[src/rtl/cu_read_command_arbiter_rr.sv]
// Round-robin arbiter sharing one read command bus between NUM_REQUESTERS
// per-CU read command controllers. Issues one-cycle one-hot grants, merges
// the popped commands into a single registered stream, and throttles grants
// on downstream almost-full and an in-flight credit counter.
//
// Flattened record layouts:
//   read_command_in_payload : requester i occupies bits [i*DATA_W +: DATA_W]
//   read_buffer_status      : {full, alfull, empty}
module cu_read_command_arbiter_rr #(
    parameter int NUM_REQUESTERS = 4,
    parameter int MAX_INFLIGHT   = 4,
    parameter int DATA_W         = 32,
    localparam int CNT_W         = $clog2(MAX_INFLIGHT + 1),
    localparam int PTR_W         = $clog2(NUM_REQUESTERS)
) (
    input  logic                             clock,
    input  logic                             rst_in,
    input  logic                             enabled_in,
    input  logic [NUM_REQUESTERS-1:0]        read_command_bus_request,
    output logic [NUM_REQUESTERS-1:0]        read_command_bus_grant,
    input  logic [NUM_REQUESTERS-1:0]        read_command_in_valid,
    input  logic [NUM_REQUESTERS*DATA_W-1:0] read_command_in_payload,
    input  logic [2:0]                       read_buffer_status,
    output logic                             read_command_out_valid,
    output logic [DATA_W-1:0]                read_command_out_payload,
    output logic [CNT_W-1:0]                 inflight_count,
    output logic                             collision_error
);

    localparam int STATUS_EMPTY  = 0;
    localparam int STATUS_ALFULL = 1;
    localparam int STATUS_FULL   = 2;
    localparam logic [2:0] STATUS_RESET = 3'b001;

    logic                             enabled;
    logic [NUM_REQUESTERS-1:0]        request_latched;
    logic [NUM_REQUESTERS-1:0]        valid_latched;
    logic [NUM_REQUESTERS*DATA_W-1:0] payload_latched;
    logic [2:0]                       status_latched;
    logic                             status_unused;

    logic [NUM_REQUESTERS-1:0]        grant_reg;
    logic [PTR_W-1:0]                 ptr;

    logic                             arrival;
    logic                             multi_valid;
    logic [DATA_W-1:0]                sel_payload;
    logic                             grant_active;
    logic [CNT_W:0]                   count_plus;
    logic [CNT_W:0]                   count_eff;
    logic                             underflow;
    logic                             credit_ok;
    logic                             do_grant;
    logic [NUM_REQUESTERS-1:0]        rotated;
    logic [PTR_W-1:0]                 offset;
    int                               winner_int;
    logic [PTR_W-1:0]                 winner;
    logic [PTR_W-1:0]                 next_ptr;
    logic [NUM_REQUESTERS-1:0]        grant_next;

    // Only alfull throttles grants; the other status fields are carried for visibility.
    assign status_unused = status_latched[STATUS_EMPTY] ^ status_latched[STATUS_FULL];

    // A grant is visible only while enabled, so disabling can never stretch a pulse.
    assign read_command_bus_grant = grant_reg & {NUM_REQUESTERS{enabled}};
    assign grant_active           = |read_command_bus_grant;

    // Register the global enable.
    always_ff @(posedge clock or posedge rst_in) begin
        if (rst_in) enabled <= 1'b0;
        else        enabled <= enabled_in;
    end

    // Latch control inputs; requests and valids freeze while disabled.
    always_ff @(posedge clock or posedge rst_in) begin
        if (rst_in) begin
            request_latched <= '0;
            valid_latched   <= '0;
            status_latched  <= STATUS_RESET;
        end else begin
            status_latched <= read_buffer_status;
            if (enabled) begin
                request_latched <= read_command_bus_request;
                valid_latched   <= read_command_in_valid;
            end
        end
    end

    // Latch command payloads every cycle; they are qualified by the latched valids.
    always_ff @(posedge clock) begin
        payload_latched <= read_command_in_payload;
    end

    // Arrival detection and lowest-index payload selection.
    always_comb begin
        arrival     = |valid_latched;
        multi_valid = (valid_latched & (valid_latched - NUM_REQUESTERS'(1))) != '0;
        sel_payload = '0;
        for (int i = NUM_REQUESTERS - 1; i >= 0; i--) begin
            if (valid_latched[i]) sel_payload = payload_latched[i*DATA_W +: DATA_W];
        end
    end

    // Credit projection: count plus the grant now on the bus, minus an arrival.
    always_comb begin
        count_plus = {1'b0, inflight_count} + {{CNT_W{1'b0}}, grant_active};
        underflow  = arrival && (count_plus == '0);
        count_eff  = (arrival && !underflow) ? count_plus - (CNT_W+1)'(1) : count_plus;
        credit_ok  = count_eff < (CNT_W+1)'(MAX_INFLIGHT);
    end

    // Round-robin winner: rotate requests so ptr sits at bit 0, take the lowest set bit.
    always_comb begin
        rotated = NUM_REQUESTERS'({request_latched, request_latched} >> ptr);
        offset  = '0;
        for (int i = NUM_REQUESTERS - 1; i >= 0; i--) begin
            if (rotated[i]) offset = PTR_W'(i);
        end
        winner_int = int'(ptr) + int'(offset);
        if (winner_int >= NUM_REQUESTERS) winner_int = winner_int - NUM_REQUESTERS;
        winner   = PTR_W'(winner_int);
        next_ptr = (winner_int + 1 == NUM_REQUESTERS) ? '0 : PTR_W'(winner_int + 1);
        do_grant = enabled && !status_latched[STATUS_ALFULL] && credit_ok && (|request_latched);
        grant_next         = '0;
        grant_next[winner] = 1'b1;
    end

    // Grant pulse register and priority pointer.
    always_ff @(posedge clock or posedge rst_in) begin
        if (rst_in) begin
            grant_reg <= '0;
            ptr       <= '0;
        end else if (enabled) begin
            grant_reg <= do_grant ? grant_next : '0;
            if (do_grant) ptr <= next_ptr;
        end else begin
            grant_reg <= '0;
        end
    end

    // In-flight credit counter and sticky collision flag.
    always_ff @(posedge clock or posedge rst_in) begin
        if (rst_in) begin
            inflight_count  <= '0;
            collision_error <= 1'b0;
        end else if (enabled) begin
            inflight_count <= count_eff[CNT_W-1:0];
            if (multi_valid || underflow) collision_error <= 1'b1;
        end
    end

    // Merged output valid.
    always_ff @(posedge clock or posedge rst_in) begin
        if (rst_in)       read_command_out_valid <= 1'b0;
        else if (enabled) read_command_out_valid <= arrival;
    end

    // Merged output payload; holds between arrivals.
    always_ff @(posedge clock) begin
        if (enabled && arrival) read_command_out_payload <= sel_payload;
    end

endmodule

[config.mk]
export PLATFORM = sky130hd
export DESIGN_NAME = cu_read_command_arbiter_rr
export DESIGN_NICKNAME = d
export VERILOG_FILES = /design/src/rtl/cu_read_command_arbiter_rr.sv
export SDC_FILE = /design/constraint.sdc
export NUM_CORES = 1
export LEC_CHECK = 0
export CORE_MARGIN = 8
export CORE_UTILIZATION = 49
export CTS_CLUSTER_DIAMETER = 60
export DETAILED_ROUTE_END_ITERATION = 16
export PLACE_DENSITY = 0.84
export SYNTH_ARGS = -nofsm -noshare
export SYNTH_HDL_FRONTEND = slang
export SYNTH_SLANG_ARGS = --single-unit
[constraint.sdc]
create_clock -name clock -period 9.9 [get_ports clock]
set_clock_uncertainty 0.2 [all_clocks]
set_input_delay 0.99 -clock clock [delete_from_list [all_inputs] [get_ports clock]]
set_output_delay 0.99 -clock clock [all_outputs]
set_load 0.03 [all_outputs]
# Yosys cells after proc, flatten, opt, wreduce, memory -nomap -nowiden
# Index checks and enable logic that the tools add are counted.
[word_totals]
ff_bits = 182
[op_classes]
add_sub_neg = 6
magnitude_cmp = 4
eq_ne = 1
shifts = 1
n_mux = 15
bitwise_logic = 2
n_reduce_logical = 17
[ops]
columns = ["cell", "n"]
rows = [
  ["$mux W32", 5],
  ["$add A32 B2 Y32 const B", 1],
  ["$eq A32 B4 Y1 const B", 1],
  ["$mux W4", 3],
  ["$reduce_or A4 Y1", 3],
  ["$mux W2", 5],
  ["$and A4 B4 Y4", 2],
  ["$shr A8 B2 Y4", 1],
  ["$sub A4 B1 Y4 const B", 2],
  ["$logic_and A1 B1 Y1", 7],
  ["$add A3 B1 Y4", 1],
  ["$logic_not A4 Y1", 1],
  ["$lt A4 B3 Y1 const B", 1],
  ["$reduce_and A2 Y1", 2],
  ["$reduce_bool A4 Y1", 1],
  ["$sub A3 B3 Y4 const B", 1],
  ["$add A2 B2 Y3", 1],
  ["$ge A3 B3 Y1 const B", 1],
  ["$lt A2 B3 Y1 const B", 1],
  ["$demux W1 S2", 1],
  ["$ge A2 B1 Y1 const B", 1],
  ["$logic_not A1 Y1", 2],
  ["$logic_or A1 B1 Y1", 1],
  ["$mux W1", 1],
]

# Longest topological paths before layout
# Gate-level depths: netlist of run 1.
[logic_depth]
ltp_word = 14
ltp_mapped = 13

# Worst setup path after synthesis of run 1
# Ideal clock, no wire load.
[synth_path]
path_kind = "flip-flop to flip-flop"
start = "register enabled"
end = "register ptr[1]"
setup_ns = 0.125
t_arrival_ns = 3.240
required_ns = 9.575
setup_slack_ns = 6.335
path_stages_with_launch = 14
n_path_buf = 2
synth_period_minus_slack_ns = 3.565
path_cell_list = "dfrtp_1 -> buf_1 -> and2_1 -> or4_1 -> ha_1 -> ha_1 -> inv_1 -> ha_1 -> buf_6 -> a2111oi_4 -> a21oi_1 -> o21ai_2 -> a211oi_4 -> mux2_4"
[synth_via]
elab_chain_cells = 12
elab_cells_between_ends = 14
cone_classes = "add/sub (2); order compare (1); mux (1); bitwise (1); reduce/logical (9)"
[synth_lines]
columns = ["item", "line_no", "text"]
rows = [
  ["from (decl)", "35", "logic enabled;"],
  ["from (signal assigned)", "71", "else enabled <= enabled_in;"],
  ["$and A4 B4 Y4 *", "65", "assign read_command_bus_grant = grant_reg & {NUM_REQUESTERS{enabled}};"],
  ["net read_command_bus_grant[0]", "20", "output logic [NUM_REQUESTERS-1:0] read_command_bus_grant,"],
  ["$reduce_or A4 Y1 *", "66", "assign grant_active = |read_command_bus_grant;"],
  ["$add A3 B1 Y4 *", "106", "count_plus = {1'b0, inflight_count} + {{CNT_W{1'b0}}, grant_active};"],
  ["parallel branches: the longest is 4 deep, another holds $sub A4 B1 Y4", "n/a", ""],
  ["$mux W4 *", "108", "count_eff = (arrival && !underflow) ? count_plus - (CNT_W+1)'(1) : count_plus;"],
  ["$lt A4 B3 Y1 *", "109", "credit_ok = count_eff < (CNT_W+1)'(MAX_INFLIGHT);"],
  ["$logic_and A1 B1 Y1 * (2 in a row)", "123", "do_grant = enabled && !status_latched[STATUS_ALFULL] && credit_ok && (|request_latched);"],
  ["$reduce_and A2 Y1 (no source line) *", "n/a", ""],
  ["to (signal assigned)", "135", "if (do_grant) ptr <= next_ptr;"],
  ["to (decl)", "43", "logic [PTR_W-1:0] ptr;"],
]
# Mark *: on every way through the listed nets, which the timed path passes.
# A chain may end at the register's enable or synchronous reset.

# Final worst setup path of run 1
[layout_path]
start = "register enabled"
end = "register ptr[1]"
[layout_via]
elab_chain_cells = 12
elab_cells_between_ends = 14
cone_classes = "add/sub (2); order compare (1); mux (1); bitwise (1); reduce/logical (9)"
[layout_lines]
columns = ["item"]
rows = [
  ["parallel branches: the longest is 11 deep, another holds $add A3 B1 Y4"],
  ["$reduce_and A2 Y1 (no source line) *"],
]
# Every way passes the cells marked *.

==> summary.txt, run 1 <==
Finish
  – Post-route cell area: around 8200 um^2
  – Nets: between 700 and 800
  – Fillers: between 700 and 800
  – Inserted Diodes: 0
  – Util after Layout: 0.723
  – Area growth syn-to-layout: 44.1%
  – Layout cell share with drive strength beyond 1: 0.0962
  – Top reg by flops: payload_latched
  – Multi-input gate area: 1540 um^2
  – Top flop regs: payload_latched: 128 flops, read_command_out_payload: 32 flops
  – Reg area: a little over 4000 um^2
  – Max reg flops: between 100 and 150

Logic synthesis
  – Primary FF master, synth: dfxtp_1
  – Adder-cell share of the synthesized area: 0.0176
  – Synthesized instance count: 464
  – Post-Synth XOR/XNOR Area: 0.00614
  – Post-synthesis mux area share: 0.0219
  – Yosys warnings: 0
  – Mapped Nets: slightly above 600
  – Simple-gate share of the synthesized area: 0.0818
  – Yosys top cell area share: 0.449
  – EDFF count, synth: 32
  – Main combinational cell family by area after synthesis: compound AO/OA/AOI/OAI gates
  – Synth top area cells: dfxtp_1 (45%), edfxtp_1 (17%), dfrtp_1 (9.2%)
  – Synth Cell Area: 5700 um^2
  – Yosys top cell by area: dfxtp_1
  – Synth cell count leaders: dfxtp_1 (128), a21oi_1 (42), nand2_1 (42), nor2_1 (39)
  – Top-count cell post-synth: dfxtp_1
  – Post-synthesis compound-gate area fraction: 0.140
  – Syn Area/Cell: approximately 12 um^2
  – Unique masters post-synth: 45
  – Sequential share of the synthesized area: 0.710
  – Post-synth ARST share: 0.116
  – Post-synthesis register bit count: 181

Floorplan
  – Die Wd: between 100 and 150 um
  – Initial core utilization: 0.502
  – Die area: 15300 um^2
  – Row count: 39
  – Chip height: 124 um
  – Core Area: 11400 um^2
  – Io pins: about 180

Placed design
  – Cell Area, Placed: 7620 um^2
  – DP Wirelength: 10500 um
  – Final GP Congestion: ~0.81
  – Buffers added on ports: 180

Pwr
  – Pwr/cell area: ~240 nW/um^2
  – Power, Total: approximately 0.0019 W
  – Worst vdd ir: around 0.00016 V
  – Leak Pwr: ~3.2 nW

Detailed routing
  – Pre-antenna DRT Iters: 5
  – DR WL/cell: between 15 and 20 um
  – # DRC: 0
  – Routed WL: around 15000 um
  – DR vias: ~4100
  – Detailed Route Iter0 Violations: about 370
  – Routed Antenna Nets: 0
  – Via/cell ratio: approximately 5.2

STA
  – Final hold vios: 0
  – RSZ-0062 raised after global routing: false
  – Setup TNS: 0 ns
  – Fmax: ~250 MHz
  – Relative slew slack: 0.338
  – Final Max Tran Viols: 0
  – Tightest Pin Transition: between 0.9 and 1 ns
  – Tcrit/Tclk final: 0.403
  – Min cycle time layout: between 3 and 4 ns
  – Final setup viols: 0

Global routing
  – Grt ovf: 0
  – Largest net degree at the start of global routing: approximately 70
  – Vias in the first global route: approximately 4300
  – Total track usage: 0.195
  – First-pass GRT wire length: about 22000 um
  – Antenna violations before repair: 0

CTS
  – TritonCTS buffer count: 17
  – Clk pin slew, worst setup/hold paths: 0.06 ns
  – Root Buffer: clkbuf_16
  – Max H-tree Level: 4
  – Post-CTS setup buffer count: 0
  – Max clock buf depth: 2
  – Worst-Skew Late Latency: 0.42 ns
  – TritonCTS clock tree: done
  – # clock sinks: 181
  – PostCTS Resize Cnt: 0
  – # hold bufs at CTS: 0

Worst setup path
  – Worst Setup EP: ptr[1]
  – Register-to-Register Path Depth: 11
  – Element type at the critical path start: register
  – CP Max Fanout: 24
  – Worst endpoint data arrival time: between 4 and 5 ns
  – WS Path Type: reg -> reg
  – Worst R2R Setup Slack: between 5 and 6 ns
  – WP data required: ~10 ns
  – Setup crit end kind: register
  – Critical path startpoint: enabled
  – R2R Path Start: enabled
  – Reg-to-reg endpoint: ptr[1]

Job
  – Max-Cap Viols: 0

Outcome
  – Status: finished clean

Worst hold path
  – HP Class: reg -> reg
==> stage by stage <==
| step | hold slack (ns) | setup slack (ns) | std cells |
|---|---|---|---|
| after floorplan | 0.284 | 6.33 | 464 |
| after global placement | 0.289 | 6.03 | 766 |
| after detailed placement | 0.298 | 5.93 | 766 |
| after CTS | 0.317 | 5.91 | 798 |
| after global routing | 0.331 | 5.70 | 798 |
| final | 0.309 | 5.91 | 798 |
==> per-layer routing <==
metal | track usage | wire length, um
met2 | 0.348 | 7690
met5 | 0 | 0
met3 | 0.0594 | 1240
met1 | 0.199 | 5360
met4 | 0.109 | 494
==> final cells by class <==
| class | count | area share |
|---|---|---|
| clock inverter | 15 | 0.0209 |
| inverter | 6 | 0.00274 |
| clock buffer | 17 | 0.0518 |
| multi-input combinational | 252 | 0.187 |
| sequential | 181 | 0.493 |
| timing repair buffer | 184 | 0.223 |
| tap | 143 | 0.0218 |
==> worst max-delay path: stages, from the launching register on <==
cell,delay (ns)
dfrtp_1,0.66
and2_1,0.28
or4_1,0.53
ha_1,0.26
ha_1,0.35
inv_1,0.12
ha_1,0.40
a2111oi_4,0.09
a21oi_1,0.16
o21ai_2,0.09
a211oi_4,0.39
mux2_4,0.33
==> cells by family (layout without fill, tap and decap cells) <==
family / count (synthesis) / count (layout)
AO/OA/AOI/OAI: 126 / 126
XOR/XNOR: 4 / 4
adder cells (fa/ha/maj): 8 / 8
buffers and inverters: 31 / 222
flip-flops: 181 / 181
multiplexers: 11 / 11
AND/OR/NAND/NOR: 103 / 103
==> layout by cell type (no fill, tap or decap), types with 2 or more instances in the layout <==
cell type / instances
clkdlybuf4s50_1: 180
and2_1: 5
inv_8: 4
clkinv_4: 2
inv_1: 6
and2_2: 3
nor2_1: 39
dfrtp_1: 19
a21oi_1: 42
dfxtp_1: 128
o21ai_1: 12
clkbuf_16: 17
a22oi_1: 32
o21ai_0: 28
bufinv_16: 2
nand2_2: 2
edfxtp_1: 32
mux2_2: 8
nand2_1: 42
inv_6: 2
dfrtp_2: 2
mux2i_1: 2
xnor2_1: 3
ha_1: 8
buf_4: 4
clkinvlp_4: 3
==> report_power, final <==
| part | leakage [nW] | total [W] | internal, W | switching (W) |
|---|---|---|---|---|
| registers | 1.65 | 0.000853 | 0.000816 | 0.0000368 |
| logic | 1.32 | 0.000415 | 0.000198 | 0.000216 |
| clock network | 0.285 | 0.000671 | 0.000379 | 0.000291 |
==> worst min path at each step <==
| stage | from | to | slack, ns | cells after the start |
|---|---|---|---|---|
| after floorplan | payload_latched[0] | read_command_out_payload[0] | 0.28 | 2 |
| after global placement | payload_latched[30] | read_command_out_payload[30] | 0.29 | 2 |
| after detailed placement | payload_latched[16] | read_command_out_payload[16] | 0.30 | 2 |
| after CTS | payload_latched[29] | read_command_out_payload[29] | 0.32 | 2 |
| after global routing | payload_latched[27] | read_command_out_payload[27] | 0.33 | 2 |
| final | payload_latched[29] | read_command_out_payload[29] | 0.31 | 2 |
(Power assumes the default switching activity.)
==> run 2: changes to the inputs <==
Settings changed: CORE_UTILIZATION 49 to 41, PLACE_DENSITY 0.84 to 0.75.
Clock period 9.9 ns to 3.6 ns, I/O delays scaled along.
==> run 2 against run 1 <==
Effect of this change:
- clock power grew to 2.7 times the previous value
- die area grew 17%
- count of clock-buffer cells in the layout grew 2
- maximum frequency grew 17%
- worst setup slack lost 5.7 ns
- utilization shrank 12 points
- critical path depth is the same
- sequential cell count is the same
- via count shrank 2.8%
==> summary.txt, run 2 (same netlist as run 1, synthesis figures left out) <==
Finish
  – Util after Layout: 0.605 (-0.118)
  – Area growth syn-to-layout: 45.5%
  – Most common cell after layout, fill and taps aside: clkdlybuf4s50_1
  – Inserted Diodes: 0 (unchanged)
  – Top reg by flops: payload_latched
  – Most frequent cells in the layout: clkdlybuf4s50_1 (180), dfxtp_1 (128), a21oi_1 (42), nand2_1 (42), nor2_1 (39)
  – Max reg flops: 128 (unchanged)
  – Layout cell share with drive strength beyond 1: 0.104 (+0.00820)
  – Nets: 798 (+0.76%)
  – Final std cells w/o fill: 841 (+5.4%)
  – Top flop regs: payload_latched: 128 flops, read_command_out_payload: 32 flops

CTS
  – Root Buffer: clkbuf_16
  – TritonCTS clock tree: done
  – TritonCTS buffer count: 17 (unchanged)
  – # clock sinks: 181 (unchanged)
  – # hold bufs at CTS: 0 (unchanged)
  – Post-CTS setup buffer count: 0 (unchanged)
  – Worst-Skew Late Latency: 0.42 ns (about the same)
  – Max H-tree Level: 4 (unchanged)
  – Clk pin slew, worst setup/hold paths: 0.07 ns (about the same)
  – PostCTS Resize Cnt: 0 (unchanged)
  – Max clock buf depth: 2 (unchanged)

Worst setup path
  – Critical-path cell with the highest stage delay: or4_1
  – WS Path Type: reg -> reg
  – Delay-heaviest family, CP: adder cells
  – CP Max Fanout: 6 (-75%)
  – CP Cell Sequence: and2_1, or4_1, ha_1, ha_1, inv_1, ha_1, a2111oi_4, a21oi_1, o21ai_2, a211oi_4, mux2_4
  – Setup crit end kind: register
  – Critical Path Most Common Cell: ha_1
  – Element type at the critical path start: register
  – CP bufs+invs: 1 (unchanged)
  – Worst path max stage delay: 0.53 ns (-0.13 ns)
  – WP data required: 3.71 ns (-6.29 ns)
  – Worst endpoint data arrival time: 3.52 ns (-0.58 ns)

STA
  – Relative slew slack: 0.458 (+0.120)
  – Final Max Tran Viols: 0 (unchanged)
  – Setup TNS: 0 ns (unchanged)
  – Tcrit/Tclk final: 0.948 (+0.545)
  – Fmax: 293 MHz (+17%)
  – RSZ-0062 raised after global routing: false
  – Final setup viols: 0 (unchanged)
  – Final hold vios: 0 (unchanged)
  – Min cycle time layout: 3.41 ns (-0.577 ns)
  – Tightest Pin Transition: 0.809 ns (-0.182 ns)

Detailed routing
  – Routed WL: 13800 um (-6.7%)
  – Detailed Route Iter0 Violations: 160 (-57%)
  – Routed Antenna Nets: 0 (unchanged)
  – Via/cell ratio: 4.78 (-7.8%)
  – DR WL/cell: 16.4 um (-11%)
  – # DRC: 0 (unchanged)
  – DR vias: 4022 (-2.8%)
  – Pre-antenna DRT Iters: 4 (-1)

Floorplan
  – Initial core utilization: 0.416 (-0.0859)
  – Die Wd: 134 um (+8.1%)
  – Chip height: 134 um (+8.1%)
  – Core Area: 13700 um^2 (+21%)
  – Row count: 43 (+10%)
  – Die area: 17900 um^2 (+17%)
  – Io pins: 183 (unchanged)

Global routing
  – Total track usage: 0.155 (-0.0397)
  – Vias in the first global route: 4178 (-3.7%)
  – Antenna violations before repair: 1 (+1)
  – Most Crowded Layer GR: met2
  – First-pass GRT wire length: 21500 um (-3.0%)
  – Met3 usage: 0.0550 (-0.00441)
  – Grt ovf: 0 (unchanged)
  – GR Layer Usage met1: 0.157 (-0.0422)
  – Largest net degree at the start of global routing: 66 (-2.9%)
  – Met2 GRT Util: 0.280 (-0.0678)

Placed design
  – Final GP Congestion: 0.797 (-1.1%)
  – Inst Count DP: 809 (+5.6%)
  – Buffers added on ports: 180 (unchanged)
  – DP Wirelength: 10200 um (-3.5%)

Pwr
  – Power, Total: 0.00532 W (+170%)
  – Pwr/cell area: 641 nW/um^2 (+170%)
  – Worst vdd ir: 0.000405 V (+160%)
  – Leak Pwr: 3.28 nW (+1.0%)

Job
  – Max-Cap Viols: 0 (unchanged)

Worst hold path
  – HP Class: in -> reg

Outcome
  – Status: finished clean
[run 2: cell types whose count changed in the layout (fill, tap and decap cells not counted)]
cell        delta
clkinvlp_4     -1
inv_6          +2
buf_4          +6
clkinv_4       -2
clkinv_1       -1
clkbuf_16      +1
bufinv_16      -1
clkbuf_1       +1
clkinv_2       +1
[run 2: cell type report]
class,instances,area (um^2)
Timing Repair Buffer,190,1880
Fill cell,1093,5420
Multi-Input combinational cell,252,1540
Clock buffer,19,454
Inverter,6,22.5
Clock inverter,13,135
Sequential cell,181,4050
Tap cell,180,225
[run 2: final timing paths]
check                                                  start                    to  slack (ns)  depth (start not counted)
min in group asynchronous                             rst_in    request_latched[1]        0.19                          2
worst max register to register                       enabled                ptr[1]        0.19                         11
max in group asynchronous                             rst_in      valid_latched[0]        2.45                          2
worst min-delay path            read_command_in_payload[106]  payload_latched[106]        0.17                          1
worst max-delay path                                 enabled                ptr[1]        0.19                         11
worst min register to register               collision_error       collision_error        0.31                          1
[run 2: layer usage]
| layer | routed length, um | share of wire |
|---|---|---|
| met5 | 11 | 0.00080 |
| met1 | 5190 | 0.38 |
| met3 | 885 | 0.064 |
| met4 | 308 | 0.022 |
| met2 | 7400 | 0.54 |
[run 2: per-stage QoR]
step	area, um^2	hold slack, ns	setup slack (ns)
after CTS	8300	0.151	0.174
after detailed placement	7710	0.295	0.199
after global placement	7710	0.289	0.367
final	8300	0.174	0.186
after global routing	8300	0.150	0.00149
after floorplan	5700	0.137	0.0348
[run 2: report_power, final]
| group | switching (W) | total [W] | internal [W] | leakage, nW |
|---|---|---|---|---|
| combinational | 0.000587 | 0.00116 | 0.000569 | 1.35 |
| clock | 0.000798 | 0.00182 | 0.00102 | 0.288 |
| sequential | 0.0000991 | 0.00234 | 0.00224 | 1.65 |
| total | 0.00148 | 0.00532 | 0.00383 | 3.28 |
